## config.mk

```make
export PLATFORM = sky130hd
export DESIGN_NAME = cv32e40x_div_iter
export DESIGN_NICKNAME = d
export VERILOG_FILES = /design/src/rtl/cv32e40x_div_iter.sv
export SDC_FILE = /design/constraint.sdc
export NUM_CORES = 1
export LEC_CHECK = 0
export ABC_AREA = 1
export ABC_CLOCK_PERIOD_IN_PS = 5500
export CAP_MARGIN = 10
export CORE_ASPECT_RATIO = 0.7
export CORE_MARGIN = 2
export CORE_UTILIZATION = 55
export CTS_CLUSTER_SIZE = 14
export DETAILED_ROUTE_END_ITERATION = 8
export PLACE_DENSITY = 0.76
export REMOVE_ABC_BUFFERS = 1
export SYNTH_ARGS = -nofsm -noshare
export SYNTH_HDL_FRONTEND = slang
export SYNTH_SLANG_ARGS = --single-unit
```

## constraint.sdc

```tcl
create_clock -name clk -period 5.5 [get_ports clk]
set_input_delay 0.55 -clock clk [delete_from_list [all_inputs] [get_ports clk]]
set_output_delay 0.55 -clock clk [all_outputs]
set_load 0.05 [all_outputs]
```

## src/rtl/cv32e40x_div_iter.sv

```systemverilog
`default_nettype none
// ============================================================================
// Module      : cv32e40x_div_iter
// Description : Iterative restoring divider for DIV/DIVU/REM/REMU. It runs one
//               shift/subtract step per cycle and can skip the leading zero
//               bits of the dividend magnitude. Divide-by-zero and signed
//               overflow return their fixed results without iterating.
// Revision    : 1.0 - initial release
// ============================================================================
module cv32e40x_div_iter #(
    parameter int WIDTH      = 32,
    parameter bit EARLY_TERM = 1'b1
) (
    input  logic             clk,
    input  logic             rst,
    input  logic             valid_i,
    output logic             ready_o,
    input  logic             signed_i,
    input  logic             rem_i,
    input  logic [WIDTH-1:0] opa_i,
    input  logic [WIDTH-1:0] opb_i,
    input  logic             kill_i,
    output logic             valid_o,
    input  logic             ready_i,
    output logic [WIDTH-1:0] result_o,
    output logic             busy_o
);

    localparam int               c_cnt_w    = $clog2(WIDTH) + 1;
    localparam logic [WIDTH-1:0] c_most_neg = {1'b1, {(WIDTH-1){1'b0}}};

    typedef enum logic [1:0] {
        S_IDLE = 2'd0,
        S_PREP = 2'd1,
        S_ITER = 2'd2,
        S_DONE = 2'd3
    } state_t;

    state_t             r_state;
    logic               r_valid;
    logic [WIDTH-1:0]   r_result;
    logic [WIDTH-1:0]   r_opa;
    logic [WIDTH-1:0]   r_opb;
    logic               r_signed;
    logic               r_rem_sel;
    logic [WIDTH-1:0]   r_b;
    logic [WIDTH-1:0]   r_prem;
    logic [WIDTH-1:0]   r_q;
    logic [c_cnt_w-1:0] r_cnt;
    logic               r_sign_q;
    logic               r_sign_r;

    logic               w_sign_a;
    logic               w_sign_b;
    logic [WIDTH-1:0]   w_mag_a;
    logic [WIDTH-1:0]   w_mag_b;
    logic               w_div0;
    logic               w_ovf;
    logic [c_cnt_w-1:0] w_n;
    logic [c_cnt_w-1:0] w_shift;
    logic [WIDTH-1:0]   w_q_init;
    logic [WIDTH:0]     w_rem_sh;
    logic [WIDTH:0]     w_diff;
    logic               w_ge;
    logic [WIDTH-1:0]   w_prem_nx;
    logic [WIDTH-1:0]   w_q_nx;
    logic [WIDTH-1:0]   w_quo_fix;
    logic [WIDTH-1:0]   w_rem_fix;

    // Operand magnitudes and special-case detection from the latched request
    assign w_sign_a = r_signed & r_opa[WIDTH-1];
    assign w_sign_b = r_signed & r_opb[WIDTH-1];
    assign w_mag_a  = w_sign_a ? (~r_opa + 1'b1) : r_opa;
    assign w_mag_b  = w_sign_b ? (~r_opb + 1'b1) : r_opb;
    assign w_div0   = (r_opb == '0);
    assign w_ovf    = r_signed && (r_opa == c_most_neg) && (r_opb == '1);

    // Iteration count: significant bits of |a| (at least one), or full width
    always_comb begin
        w_n = c_cnt_w'(1);
        for (int i = 0; i < WIDTH; i++) begin
            if (w_mag_a[i]) begin
                w_n = c_cnt_w'(i + 1);
            end
        end
        if (!EARLY_TERM) begin
            w_n = c_cnt_w'(WIDTH);
        end
        w_shift  = c_cnt_w'(WIDTH) - w_n;
        w_q_init = w_mag_a << w_shift;
    end

    // One restoring step: shift in the next dividend bit, subtract if it fits.
    // The partial remainder stays below the divisor, so the shifted value fits
    // in WIDTH+1 bits and the top bit of the difference is a valid borrow.
    assign w_rem_sh  = {r_prem, r_q[WIDTH-1]};
    assign w_diff    = w_rem_sh - {1'b0, r_b};
    assign w_ge      = ~w_diff[WIDTH];
    assign w_prem_nx = w_ge ? w_diff[WIDTH-1:0] : w_rem_sh[WIDTH-1:0];
    assign w_q_nx    = {r_q[WIDTH-2:0], w_ge};
    assign w_quo_fix = r_sign_q ? (~w_q_nx + 1'b1) : w_q_nx;
    assign w_rem_fix = r_sign_r ? (~w_prem_nx + 1'b1) : w_prem_nx;

    // Control FSM with datapath registers; kill aborts from any state
    always_ff @(posedge clk) begin
        if (rst) begin
            r_state   <= S_IDLE;
            r_valid   <= 1'b0;
            r_result  <= '0;
            r_opa     <= '0;
            r_opb     <= '0;
            r_signed  <= 1'b0;
            r_rem_sel <= 1'b0;
            r_b       <= '0;
            r_prem    <= '0;
            r_q       <= '0;
            r_cnt     <= '0;
            r_sign_q  <= 1'b0;
            r_sign_r  <= 1'b0;
        end else if (kill_i) begin
            r_state  <= S_IDLE;
            r_valid  <= 1'b0;
            r_result <= '0;
        end else begin
            case (r_state)
                S_IDLE: begin
                    if (valid_i) begin
                        r_opa     <= opa_i;
                        r_opb     <= opb_i;
                        r_signed  <= signed_i;
                        r_rem_sel <= rem_i;
                        r_state   <= S_PREP;
                    end
                end
                S_PREP: begin
                    if (w_div0) begin
                        r_state  <= S_DONE;
                        r_valid  <= 1'b1;
                        r_result <= r_rem_sel ? r_opa : '1;
                    end else if (w_ovf) begin
                        r_state  <= S_DONE;
                        r_valid  <= 1'b1;
                        r_result <= r_rem_sel ? '0 : c_most_neg;
                    end else begin
                        r_b      <= w_mag_b;
                        r_prem   <= '0;
                        r_q      <= w_q_init;
                        r_cnt    <= w_n;
                        r_sign_q <= w_sign_a ^ w_sign_b;
                        r_sign_r <= w_sign_a;
                        r_state  <= S_ITER;
                    end
                end
                S_ITER: begin
                    r_prem <= w_prem_nx;
                    r_q    <= w_q_nx;
                    r_cnt  <= r_cnt - 1'b1;
                    if (r_cnt == c_cnt_w'(1)) begin
                        r_state  <= S_DONE;
                        r_valid  <= 1'b1;
                        r_result <= r_rem_sel ? w_rem_fix : w_quo_fix;
                    end
                end
                S_DONE: begin
                    if (ready_i) begin
                        r_state  <= S_IDLE;
                        r_valid  <= 1'b0;
                        r_result <= '0;
                    end
                end
                default: begin
                    r_state  <= S_IDLE;
                    r_valid  <= 1'b0;
                    r_result <= '0;
                end
            endcase
        end
    end

    assign ready_o  = (r_state == S_IDLE);
    assign busy_o   = (r_state != S_IDLE);
    assign valid_o  = r_valid;
    assign result_o = r_result;

endmodule
`default_nettype wire

```

== Word-level counts from Yosys, hierarchy flattened ==
Cells that the tools add are included.
Word-level totals
  memory bits (read-only): 0
  memory bits (writable): 0
  bits in latches: 0
  register bits after elaboration: 205
  logic and storage cells: 121
  output and inout port bits: 35
  input port bits: 71
  memories kept: 0
Cells by class
  add/subtract/negate cells: 7
  shift-type cells: 1
  order comparisons: 0
  reductions and logical operators: 13
  div/mod/pow operators: 0
  multiply operators: 0
  bitwise logic cells: 11
  muxes and demuxes: 64
  eq/ne operators: 12
Operator list (count)
  two-way mux 32 bit: 16
  two-way mux 6 bit: 32
  adder 32 x 1 -> 32 bit, second input constant: 4
  inverter 32 bit: 4
  case mux 32 bit (2 select lines): 2
  case mux 32 bit (3 select lines): 1
  equality test 32 bit, second input constant: 2
  subtractor 33 x 32 -> 33 bit: 1
  zero test 32 bit: 1
  left shift 32 x 6 -> 32 bit: 1
  case mux 6 bit (2 select lines): 1
  AND reduction 4 bit: 3
  != test 2 bit, second input constant: 5
  two-way mux 2 bit: 4
  case mux 2 bit (4 select lines): 1
  equality test 6 x 1 -> 1 bit, second input constant: 1
  two-way mux 1 bit: 6
  AND reduction 3 bit: 2
  subtractor 6 x 1 -> 6 bit, second input constant: 1
  subtractor 6 bit, first input constant: 1
  equality test 2 bit, second input constant: 2
  inverter 1 bit: 4
  nonzero test 2 bit: 2
  != test 3 bit, second input constant: 1
  8 further kinds: 10

== Longest topological paths before layout ==
Gate-level depths: netlist of run 1.
  depth in word-level cells: 39
  mapped depth: 48
  gate-level depth less buffers: 46

== Least setup slack after synthesis of run 1 ==
No wires, ideal clock.
  path kind: register to register
  from: register r_q[31]
  to: register r_result[26], in the netlist result_o[26]
  stages on the path, launching flop included: 39
  path slack: 0.409 ns
  arrival: 5.016 ns
  period minus slack after synthesis: 5.091 ns
  cells stage by stage: dfxtp_1 -> inv_1 -> ha_1 -> inv_1 -> fa_1 -> nand3_1 -> nand3_2 -> nand2_1 -> nand2_1 -> nand2_1 -> nand2_2 -> a21boi_2 -> o21ai_2 -> nand2_2 -> nand2_4 -> a21oi_4 -> o31ai_4 -> xnor2_2 -> [... 3 more ...] -> nor3_1 -> nand4_1 -> nor3_1 -> inv_1 -> nor3_1 -> inv_1 -> nor4_1 -> nand2_1 -> inv_1 -> nand2_1 -> inv_1 -> a21oi_1 -> inv_1 -> o21ai_0 -> or2_2 -> a31oi_1 -> o21ai_1 -> a31oi_1
Between the ends
  word-level cells in the longest chain between the ends: 8
  elaborated cells on any way between the ends: 12
  classes of those cells: 3 x add/sub; 6 x mux; 3 x bitwise
RTL lines
  from (decl): line 48  | logic [WIDTH-1:0] r_q;
  from (signal assigned): line 147  | r_q <= w_q_init;
  from (signal assigned): line 156  | r_q <= w_q_nx;
  subtractor 33 x 32 -> 33 bit: line 97  | assign w_diff = w_rem_sh - {1'b0, r_b};
  two-way mux 32 bit / inverter 1 bit (equally long branches): line 99, 98
  inverter 32 bit (on tied branches): line 102, 101
  adder 32 x 1 -> 32 bit (on tied branches): line 102, 101
  two-way mux 32 bit (on tied branches): line 102, 101
  two-way mux 32 bit *: line 161  | r_result <= r_rem_sel ? w_rem_fix : w_quo_fix;
  two-way mux 32 bit *: line 158  | if (r_cnt == c_cnt_w'(1)) begin
  case mux 32 bit (3 select lines) *: line 125  | case (r_state)
  to (signal assigned): line 139  | r_result <= r_rem_sel ? r_opa : '1;
  to (signal assigned): line 143  | r_result <= r_rem_sel ? '0 : c_most_neg;
  to (signal assigned): line 161
  to (decl): line 41  | logic [WIDTH-1:0] r_result;
Mark *: on every way between the ends. The rest lies on a longest branch, timed or not. The select of a mux whose other input is x is not followed.
A chain may end at the register's enable or synchronous reset.

== Final worst setup path of run 1 ==
Same ends and word-level chain as after synthesis.

==> results of run 1 <==
[timing repair]
item | CTS | global route
buffers inserted | 0 | 12
setup endpoints to repair | 0 | 6
resized for setup | 0 | 25
[report_power, final]
| part | switching [mW] | internal (mW) |
|---|---|---|
| Clock | 0.645 | 0.955 |
| Combinational | 2.21 | 1.04 |
| Sequential | 0.0909 | 1.57 |
[flip-flops by register name, indices dropped and copies added, names as in the netlist, 2 cells and up]
register	flops
r_state	2
r_opa	32
r_q	32
r_b	32
r_opb	32
r_cnt	6
result_o	32
r_prem	32
[per-stage QoR]
stage	power [mW]	hold slack, ns	setup TNS [ns]	cell area, um2	util [%]
6_report	6.509	0.3570	0	17530	63.44
5_1_grt	6.949	0.3741	-0.7803	17530	63.44
4_1_cts	6.354	0.3604	0	17360	62.82
3_5_place_dp	4.755	0.4583	0	16600	60.10
3_3_place_gp	4.718	0.4508	0	16600	60.10
2_1_floorplan	3.852	0.4324	-8.438	14790	-
[synth_stat cells (8+ instances only)]
cell | count | share of area (%)
o21ai_0 | 234 | 7.6
buf_2 | 21 | 0.69
xor2_1 | 58 | 3.3
nand4_1 | 26 | 1.1
nor2_1 | 171 | 4.2
o211ai_1 | 19 | 0.93
o21ai_2 | 8 | 0.46
nor3_1 | 39 | 1.3
nand2_1 | 517 | 13
nor4_1 | 13 | 0.53
a21oi_1 | 213 | 6.9
nor2_2 | 11 | 0.45
or2_2 | 22 | 0.90
o21a_1 | 17 | 0.83
ha_1 | 44 | 3.6
xnor2_1 | 21 | 1.2
nand2_2 | 17 | 0.69
inv_1 | 262 | 6.4
o311ai_0 | 9 | 0.51
o22ai_1 | 15 | 0.61
o21ai_1 | 10 | 0.33
nand3_1 | 258 | 8.4
clkbuf_1 | 94 | 2.3
dfxtp_1 | 205 | 27
a31oi_1 | 48 | 2.0
[cells by family (layout without fill, tap and decap cells)]
kind of cell             Yosys count  count (layout)  share of synthesized area [%]
AND/OR/NAND/NOR                 1101            1101                          31.78
AO/OA/AOI/OAI                    606             606                          22.29
buffers and inverters            403             468                          10.35
flip-flops                       205             205                          26.75
XOR/XNOR                          84              84                          5.114
adder cells (fa/ha/maj)           45              45                          3.719
[how the worst max path moves through the flow]
stage	startpoint	to	cells after the start
after floorplan	r_signed	r_q[28]	41
after global placement	r_q[31]	result_o[26]	38
after detailed placement	r_q[31]	result_o[26]	38
after CTS	r_q[31]	result_o[26]	38
after global routing	r_q[31]	result_o[30]	39
final	r_q[31]	result_o[26]	38
[critical path: cells and delay by family, from the launching register on]
| family | cells | cell delay [ns] |
|---|---|---|
| DFF | 1 | 0.32 |
| AOI/OAI and AO/OA | 9 | 1.14 |
| adders and majority gates | 3 | 0.65 |
| and+or+nand+nor | 16 | 2.09 |
| xor gates and xnor gates | 1 | 0.22 |
| buffers and inverters | 9 | 0.79 |
[layer usage]
layer	wire length (um)	GRT usage, %	vias to the layer above
met1	23870	51.18	7828
met3	5662	7.551	101
met4	1292	9.028	0
met5	0	0	-
met2	20030	48.43	852
li1	-	-	8290
[area by class of cell]
| class | instances | area share [%] |
|---|---|---|
| Inverter | 275 | 5.896 |
| Clock inverter | 5 | 0.5853 |
| Sequential cell | 205 | 23.43 |
| Multi-Input combinational cell | 1836 | 55.51 |
| Timing Repair Buffer | 156 | 8.230 |
| Clock buffer | 32 | 3.705 |
| Tap cell | 371 | 2.648 |
==> key figures, run 1 <==
Routing
  • Via/cell ratio: 5.927
  • DRC: 0
  • Router iterations before antenna repair: 7
  • Total routed wirelength: 50.87 mm
  • Vias: 17,070
  • Average wire length per cell after detail routing: 17.66 um
  • Antenna-violating nets left: 0
  • Number of DRC markers after the initial detailed-route iteration: 1,937

Clock network
  • Clock latency reported for the late side of the worst-skew pair: 0.54 ns
  • Root Buffer: clkbuf_16
  • CTS Sinks: 205
  • Total of hold buffers inserted after clock tree synthesis: 0
  • Maximum number of buffers from clock root to sink: 3
  • Clock tree from TritonCTS: yes
  • Number of buffers created by CTS: 22
  • Clock-pin slew on the worst setup and hold paths: 0.06 ns
  • H-Tree Depth: 1

Worst hold path
  • WHS Path Cells: 4
  • Path class of the lowest-slack min-delay path: in2reg
  • Worst hold start: rst
  • Worst Hold End: r_state[0]

Layout
  • Total area of multi-input combinational cells: 9731 um2
  • Ratio of cells with drive above 1 in the final layout: 7.971%
  • Area growth syn-to-layout: 14.26%
  • Antenna diode instance count: 0
  • Most common library cell in the layout ignoring fill and taps: nand2_1
  • Fillers: 2,576
  • Register area: 4106 um2
  • Number of nets in the finished design: 2,612
  • Commonest cells after routing, fill and taps aside: 516 x nand2_1, 257 x nand3_1, 256 x inv_1, 231 x o21ai_0, 213 x a21oi_1
  • Post-layout instance count excluding filler cells: 2,880

Logic synthesis
  • Number of enable flip-flop cells after synthesis: 0
  • Number of flip-flops and latches in the synthesized netlist: 205
  • Part of the Yosys area used for sequential elements: 26.75%
  • Library cells used by synthesis: 62
  • Commonest register cell after synthesis: dfxtp_1
  • Cell area after synthesis: 15,340 um2
  • Synthesis Warnings: 0
  • Post-synthesis cell count: 2,444
  • Ys async rst share: 0%
  • Average cell area after synthesis: 6.277 um2

STA
  • Max Slew Vio Count: 0
  • Setup-violating endpoint count in the final report: 0
  • Number of endpoints with negative hold slack in the final report: 0
  • Final Cycle Share: 96.75%
  • Final Skew: 0.03515 ns
  • Worst slew margin relative to its limit: 21.70%
  • Timing-limited maximum frequency: 0.1879 GHz
  • Final worst path period need: 5.321 ns
  • Slew @ Worst Pin: 1.169 ns
  • RSZ-0062 raised after global routing: yes
  • Worst Setup Slack, final: 0.1787 ns

Critical path
  • Required time of the critical path: 5.95 ns
  • CP startpoint kind: flop
  • Setup slack of the most critical reg-to-reg path: 0.18 ns
  • Crit Reg-Reg Endpoint: result_o[26]
  • Biggest fanout along the worst timing path: 6
  • Longest individual stage delay on the worst path: 0.40 ns
  • Category of the critical setup timing path: reg2reg
  • Kind of capture point of the worst setup path: flop
  • Reg-to-reg critical path startpoint: r_q[31]
  • Depth of the most critical reg-to-reg path: 38
  • WP data arrival: 5.77 ns
  • Critical Path Slowest Stage Cell: fa_2
  • Most Frequent Cell on Critical Path: inv_2

Power
  • Static leakage: 7.296 nW
  • Peak supply drop: 0.0002167 V
  • Total power divided by cell area: 371.3 nW/um2

Die
  • Core region area: 27,630 um2
  • Initial core utilization: 55.52%
  • Die Outline Area: 29,270 um2
  • Number of top-level pins: 106
  • Vertical die dimension: 143.7 um
  • X dimension of the die: 203.6 um
  • Placement Rows: 51

Outcome
  • Run status: finished, final reports clean

Placement
  • Number of cells in the design after placement: 2,830
  • Routability-driven placement congestion ratio: 0.9696
  • Number of port buffers: 105
  • DP Wirelength: 37.79 mm
  • Setup WS pre-CTS: 0.1228 ns

Global routing
  • Global-route wire length before repair: 79.82 mm
  • Number of global-route vias before repair: 15,150
  • Pin count of the biggest net entering global routing: 66
  • Total track usage: 34.10%
  • Remaining global-route overflow: 0
  • Antenna violations before repair: 1

Run
  • Number of max-cap violations: 0
Note: power is estimated with default switching activity, not from simulation.
==> run 2, diff against run 1 <==
--- a/config.mk
+++ b/config.mk
@@ -13,6 +13,7 @@
 export CORE_UTILIZATION = 55
 export CTS_CLUSTER_SIZE = 14
 export DETAILED_ROUTE_END_ITERATION = 8
+export MAX_ROUTING_LAYER = met4
 export PLACE_DENSITY = 0.76
 export REMOVE_ABC_BUFFERS = 1
 export SYNTH_ARGS = -nofsm -noshare
==> run 2 against run 1 <==
  * Global-route usage grew 1.1 points
  * Clock skew shrank 0.022 ns
  * Largest power group unchanged
  * Fmax grew 1.1%
==> key figures, run 2 (synthesized netlist as in run 1, its figures left out) <==
Outcome
  • Run status: finished, final reports clean

Worst hold path
  • Worst hold start: rst
  • Worst Hold End: r_state[0]
  • WHS Path Cells: 4 (unchanged)
  • Path class of the lowest-slack min-delay path: in2reg

Clock network
  • CTS Sinks: 205 (unchanged)
  • Clock-pin slew on the worst setup and hold paths: 0.06 ns (about the same)
  • Maximum number of buffers from clock root to sink: 3 (unchanged)
  • H-Tree Depth: 1 (unchanged)
  • Root Buffer: clkbuf_16
  • Clock latency reported for the late side of the worst-skew pair: 0.54 ns (about the same)
  • Total of hold buffers inserted after clock tree synthesis: 0 (unchanged)
  • Clock tree from TritonCTS: yes
  • Number of buffers created by CTS: 24 (+9.1%)

Critical path
  • Biggest fanout along the worst timing path: 5 (-1)
  • Required time of the critical path: 5.96 ns (about the same)
  • WP data arrival: 5.72 ns (-0.05 ns)
  • Buf+Inv Stages, Crit Path: 9 (unchanged)
  • Longest individual stage delay on the worst path: 0.40 ns (about the same)
  • Setup slack of the most critical reg-to-reg path: 0.24 ns (+0.06 ns)
  • Crit Reg-Reg Endpoint: result_o[26]
  • Kind of capture point of the worst setup path: flop
  • Category of the critical setup timing path: reg2reg
  • CP startpoint kind: flop
  • Cell family with most CP delay: simple AND/OR/NAND/NOR gates
  • Depth of the most critical reg-to-reg path: 38 (unchanged)
  • Most Frequent Cell on Critical Path: inv_2
  • Critical Path Slowest Stage Cell: fa_2
  • Reg-to-reg critical path startpoint: r_q[31]

Die
  • Initial core utilization: 55.52% (unchanged)
  • Number of top-level pins: 106 (unchanged)
  • Die Outline Area: 29,270 um2 (unchanged)
  • Vertical die dimension: 143.7 um (unchanged)
  • X dimension of the die: 203.6 um (unchanged)
  • Placement Rows: 51 (unchanged)
  • Core region area: 27,630 um2 (unchanged)

STA
  • Number of endpoints with negative hold slack in the final report: 0 (unchanged)
  • Min Hold Slack: 0.3348 ns (-0.02223 ns)
  • Final worst path period need: 5.261 ns (-0.06010 ns)
  • Setup-violating endpoint count in the final report: 0 (unchanged)
  • Slew @ Worst Pin: 1.212 ns (+0.04288 ns)
  • Max Slew Vio Count: 0 (unchanged)
  • Final Skew: 0.01343 ns (-0.02172 ns)
  • Worst Setup Slack, final: 0.2388 ns (+0.06010 ns)
  • Final Cycle Share: 95.66% (-1.1 points)
  • RSZ-0062 raised after global routing: yes
  • Sum of negative setup slack: 0 ns (unchanged)
  • Timing-limited maximum frequency: 0.1901 GHz (+1.1%)
  • Worst slew margin relative to its limit: 18.83% (-2.9 points)

Power
  • Peak supply drop: 0.0002387 V (+10%)
  • Static leakage: 7.355 nW (+0.80%)
  • Power Total: 6.546 mW (+0.56%)
  • Total power divided by cell area: 370.8 nW/um2 (-0.15%)

Placement
  • Number of port buffers: 105 (unchanged)
  • Routability-driven placement congestion ratio: 1.008 (+3.9%)
  • Setup WS pre-CTS: 0.02042 ns (-0.1023 ns)
  • DP Wirelength: 37.94 mm (+0.41%)

Global routing
  • Total track usage: 35.23% (+1.1 points)
  • Number of global-route vias before repair: 15,150 (-0.0066%)
  • Remaining global-route overflow: 0 (unchanged)
  • Global-route wire length before repair: 80.41 mm (+0.73%)
  • Antenna violations before repair: 0 (-1)
  • Pin count of the biggest net entering global routing: 66 (unchanged)

Layout
  • Most common library cell in the layout ignoring fill and taps: nand2_1
  • Area growth syn-to-layout: 15.08%
  • Number of nets in the finished design: 2,621 (+0.34%)
  • Antenna diode instance count: 0 (unchanged)
  • Commonest cells after routing, fill and taps aside: 513 x nand2_1, 257 x nand3_1, 252 x inv_1, 230 x o21ai_0, 212 x a21oi_1
  • Ratio of cells with drive above 1 in the final layout: 8.878% (+0.91 points)
  • Fillers: 2,613 (+1.4%)

Routing
  • Router iterations before antenna repair: 7 (unchanged)
  • Antenna-violating nets left: 0 (unchanged)
  • Number of DRC markers after the initial detailed-route iteration: 2,049 (+5.8%)
  • DRC: 0 (unchanged)
  • Average wire length per cell after detail routing: 17.67 um (about the same)
  • Via/cell ratio: 5.879 (-0.81%)
  • Vias: 17,020 (-0.33%)
  • Total routed wirelength: 51.14 mm (+0.55%)

Run
  • Number of max-cap violations: 0 (unchanged)
run 2: changes by cell type in the layout (fill, tap and decap cells not counted), sizes merged:
cell,before,now
clkbuf,32,33
bufinv,3,0
clkinv,7,15
clkinvlp,1,2
buf,52,59
run 2: layer usage:
| metal | GRT usage, % | wire (um) | up-vias |
|---|---|---|---|
| met5 | - | 0 | - |
| met3 | 6.939 | 4973 | 85 |
| met4 | 7.837 | 1050 | 0 |
| met1 | 51.72 | 24760 | 7858 |
| li1 | - | - | 8311 |
| met2 | 49.20 | 20360 | 761 |
run 2: report_power, final:
group	leakage, nW	internal, mW	switching (mW)
registers	1.67	1.57	0.0909
logic	5.30	1.08	2.24
clock network	0.382	0.888	0.682
total	7.35	3.53	3.01
run 2: worst max-delay path by stage:
| stage | startpoint | end | slack [ns] | cells past startpoint |
|---|---|---|---|---|
| floorplan | r_signed | r_q[28] | -0.43 | 41 |
| global placement | r_q[31] | result_o[26] | 0.24 | 38 |
| detailed placement | r_q[31] | result_o[26] | 0.02 | 38 |
| CTS | r_q[31] | result_o[26] | 0.07 | 38 |
| global route | r_q[31] | result_o[26] | -0.15 | 38 |
| finish | r_q[31] | result_o[26] | 0.24 | 38 |
run 2: area by class of cell:
type | instances | area (um2) | area share (%)
Clock buffer | 33 | 695.7 | 3.940
Sequential cell | 205 | 4106 | 23.26
Tap cell | 371 | 464.2 | 2.629
Multi-Input combinational cell | 1836 | 9771 | 55.34
Clock inverter | 11 | 68.82 | 0.3898
Timing Repair Buffer | 163 | 1511 | 8.561
Inverter | 275 | 1037 | 5.875
run 2: metrics by stage:
step / cell area (um2) / cells / util (%)
floorplan: 14790 / 2316 / -
global placement: 16630 / 2832 / 60.20
detailed placement: 16630 / 2832 / 60.20
CTS: 17400 / 2876 / 62.99
global route: 17650 / 2894 / 63.90
finish: 17650 / 2894 / 63.90
run 2: worst reg2reg max path: cells and delay by family, from the launching register on:
kind	cells	cell delay, ns
AOI/OAI and AO/OA	9	1.17
xor gates and xnor gates	1	0.23
adders and majority gates	3	0.66
buffers and inverters	9	0.74
DFF	1	0.32
and+or+nand+nor	16	2.04
run 2: repair_timing:
action / 4_1_cts / 5_1_grt
pin swaps: 0 / 24
setup buffers: 0 / 17
gates resized for setup: 1 / 39
endpoints found under the setup margin: 1 / 17
gates cloned: 0 / 1
==> run 3, diff against run 2 <==
--- a/config.mk
+++ b/config.mk
@@ -19,3 +19,4 @@
 export SYNTH_ARGS = -nofsm -noshare
 export SYNTH_HDL_FRONTEND = slang
 export SYNTH_SLANG_ARGS = --single-unit
+export TNS_END_PERCENT = 1
==> run 3 against run 2 <==
  * Die area did not move
  * Power fell by 0.29%
  * Worst hold slack improved by 0.0020 ns
  * Wire length fell by 0.29%
  * First-iteration DRC count fell by 7.3%
  * Sequential share of layout area barely moved
  * Count of clock-buffer cells in the layout did not move
  * Sequential power barely moved
  * Fmax rose by 0.12%
  * Setup slack improved by 0.0063 ns
  * Global-route usage did not move
  * Largest power group unchanged
  * Highest routed layer unchanged
==> key figures, run 3 (synthesized netlist as in run 1, its figures left out) <==
Outcome
  • Run status: finished, final reports clean

Clock network
  • H-Tree Depth: 1 (unchanged)
  • Number of buffers created by CTS: 24 (unchanged)
  • Clock-pin slew on the worst setup and hold paths: 0.06 ns (about the same)
  • Clock latency reported for the late side of the worst-skew pair: 0.54 ns (about the same)
  • Total of hold buffers inserted after clock tree synthesis: 0 (unchanged)
  • CTS Sinks: 205 (unchanged)
  • Root Buffer: clkbuf_16
  • Clock tree from TritonCTS: yes
  • Maximum number of buffers from clock root to sink: 3 (unchanged)

Placement
  • Number of port buffers: 105 (unchanged)
  • DP Wirelength: 37.94 mm (unchanged)
  • DP Area: 16,630 um2 (unchanged)
  • Routability-driven placement congestion ratio: 1.008 (unchanged)

Global routing
  • Global-route met3 utilization: 6.939% (unchanged)
  • Met1 usage: 51.72% (unchanged)
  • Routing layer with the top usage in global route: met1
  • Global-route wire length before repair: 80.41 mm (unchanged)
  • Number of global-route vias before repair: 15,150 (unchanged)
  • Pin count of the biggest net entering global routing: 66 (unchanged)
  • Remaining global-route overflow: 0 (unchanged)
  • Total track usage: 35.23% (unchanged)
  • Antenna violations before repair: 0 (unchanged)
  • GRT met2 Usage: 49.20% (unchanged)

Critical path
  • CP startpoint kind: flop
  • Biggest fanout along the worst timing path: 5 (unchanged)
  • Category of the critical setup timing path: reg2reg
  • Critical Path Slowest Stage Cell: fa_2
  • Kind of capture point of the worst setup path: flop
  • Required time of the critical path: 5.96 ns (about the same)
  • Longest individual stage delay on the worst path: 0.40 ns (about the same)
  • Cell family with most CP delay: simple AND/OR/NAND/NOR gates
  • Setup slack of the most critical reg-to-reg path: 0.25 ns (about the same)
  • WP data arrival: 5.71 ns (about the same)
  • Buf+Inv Stages, Crit Path: 9 (unchanged)
  • Most Frequent Cell on Critical Path: inv_2

Power
  • Share of total power in combinational logic: 50.5% (about the same)
  • Switching fraction of total power: 45.94% (-0.061 points)
  • Total power divided by cell area: 370.5 nW/um2 (about the same)
  • Switch Pwr: 2.998 mW (-0.43%)
  • Static leakage: 7.341 nW (-0.18%)
  • Peak supply drop: 0.0002345 V (-1.7%)
  • Seq pwr share: 25.5% (about the same)
  • Power Internal: 3.528 mW (-0.18%)
  • Clock network fraction of design power: 24.0% (about the same)

STA
  • RSZ-0062 raised after global routing: yes
  • Worst slew margin relative to its limit: 22.08% (+3.3 points)
  • Setup-violating endpoint count in the final report: 0 (unchanged)
  • Number of endpoints with negative hold slack in the final report: 0 (unchanged)
  • Final worst path period need: 5.255 ns (-0.006269 ns)
  • Timing-limited maximum frequency: 0.1903 GHz (+0.12%)
  • Final Skew: 0.01384 ns (+0.0004121 ns)
  • Sum of negative setup slack: 0 ns (unchanged)
  • Slew @ Worst Pin: 1.164 ns (-0.04860 ns)
  • Final Cycle Share: 95.54% (-0.11 points)
  • Max Slew Vio Count: 0 (unchanged)

Routing
  • Antenna-violating nets left: 0 (unchanged)
  • Vias: 17,010 (-0.035%)
  • Average wire length per cell after detail routing: 17.63 um (-0.22%)
  • Via/cell ratio: 5.881 (about the same)
  • Total routed wirelength: 51.00 mm (-0.29%)
  • Number of DRC markers after the initial detailed-route iteration: 1,900 (-7.3%)
  • Router iterations before antenna repair: 6 (-1)
  • DRC: 0 (unchanged)

Layout
  • Area growth syn-to-layout: 14.84%
  • Number of nets in the finished design: 2,619 (-0.076%)
  • Final non-filler cell area: 17,620 um2 (-0.21%)
  • Commonest cells after routing, fill and taps aside: 516 x nand2_1, 257 x nand3_1, 253 x inv_1, 231 x o21ai_0, 212 x a21oi_1
  • Total area of multi-input combinational cells: 9753 um2 (-0.18%)
  • Ratio of cells with drive above 1 in the final layout: 8.608% (-0.27 points)
  • Register area: 4106 um2 (unchanged)
  • Fillers: 2,619 (+0.23%)
  • Antenna diode instance count: 0 (unchanged)
  • Most common library cell in the layout ignoring fill and taps: nand2_1

Die
  • X dimension of the die: 203.6 um (unchanged)
  • Vertical die dimension: 143.7 um (unchanged)
  • Die Outline Area: 29,270 um2 (unchanged)
  • Initial core utilization: 55.52% (unchanged)
  • Placement Rows: 51 (unchanged)
  • Core region area: 27,630 um2 (unchanged)
  • Number of top-level pins: 106 (unchanged)

Worst hold path
  • Path class of the lowest-slack min-delay path: in2reg

Run
  • Number of max-cap violations: 0 (unchanged)
[run 3: final cells by class]
class,count,share of cell area (%)
Tap cell,371,2.635
Clock inverter,11,0.3906
Clock buffer,33,3.949
Multi-Input combinational cell,1836,55.36
Sequential cell,205,23.31
Timing Repair Buffer,161,8.472
Inverter,275,5.887
[run 3: power by group through the flow]
stage	Sequential [mW]	Combinational (mW)	Clock (mW)
2_1_floorplan	1.71	2.14	0
3_3_place_gp	1.69	3.06	0
3_5_place_dp	1.69	3.09	0
4_1_cts	1.66	3.11	1.58
5_1_grt	1.67	3.64	1.64
6_report	1.66	3.30	1.57
[run 3: final timing paths]
path                              start            to  cells past startpoint
worst min-delay path                rst    r_state[0]                      4
worst min register to register  r_b[10]       r_b[10]                      2
worst max register to register  r_q[31]  result_o[26]                     38
worst max-delay path            r_q[31]  result_o[26]                     38
[run 3: repair_timing]
item                                   CTS  global route
endpoints found under the hold margin    0             0
setup endpoints to repair                1            17
gates cloned                             0             1
buffers inserted                         0            15
pin swaps                                0            16
resized for setup                        1            31
[run 3: per-layer routing]
layer | wire length [um] | vias to the layer above
li1 | - | 8314
met1 | 24570 | 7831
met2 | 20320 | 784
met3 | 5043 | 80
met4 | 1058 | 0
met5 | 0 | -
[run 3: worst reg2reg max path, delay by kind of cell, from the launching register on]
family	cells	cell delay [ns]
adders and majority gates	3	0.65
AOI/OAI and AO/OA	9	1.18
xor gates and xnor gates	1	0.23
and+or+nand+nor	16	2.06
DFF	1	0.32
buffers and inverters	9	0.74
[run 3: metrics by stage]
stage | hold WS [ns] | std cells | worst slack [ns] | power, mW | utilization (%)
final | 0.3368 | 2892 | 0.2451 | 6.527 | 63.76
after detailed placement | 0.4545 | 2832 | 0.02042 | 4.783 | 60.20
after global placement | 0.4504 | 2832 | 0.2434 | 4.747 | 60.20
after floorplan | 0.4324 | 2316 | -0.4287 | 3.852 | -
after CTS | 0.3350 | 2876 | 0.07129 | 6.351 | 62.99
after global routing | 0.3547 | 2892 | -0.1495 | 6.955 | 63.76
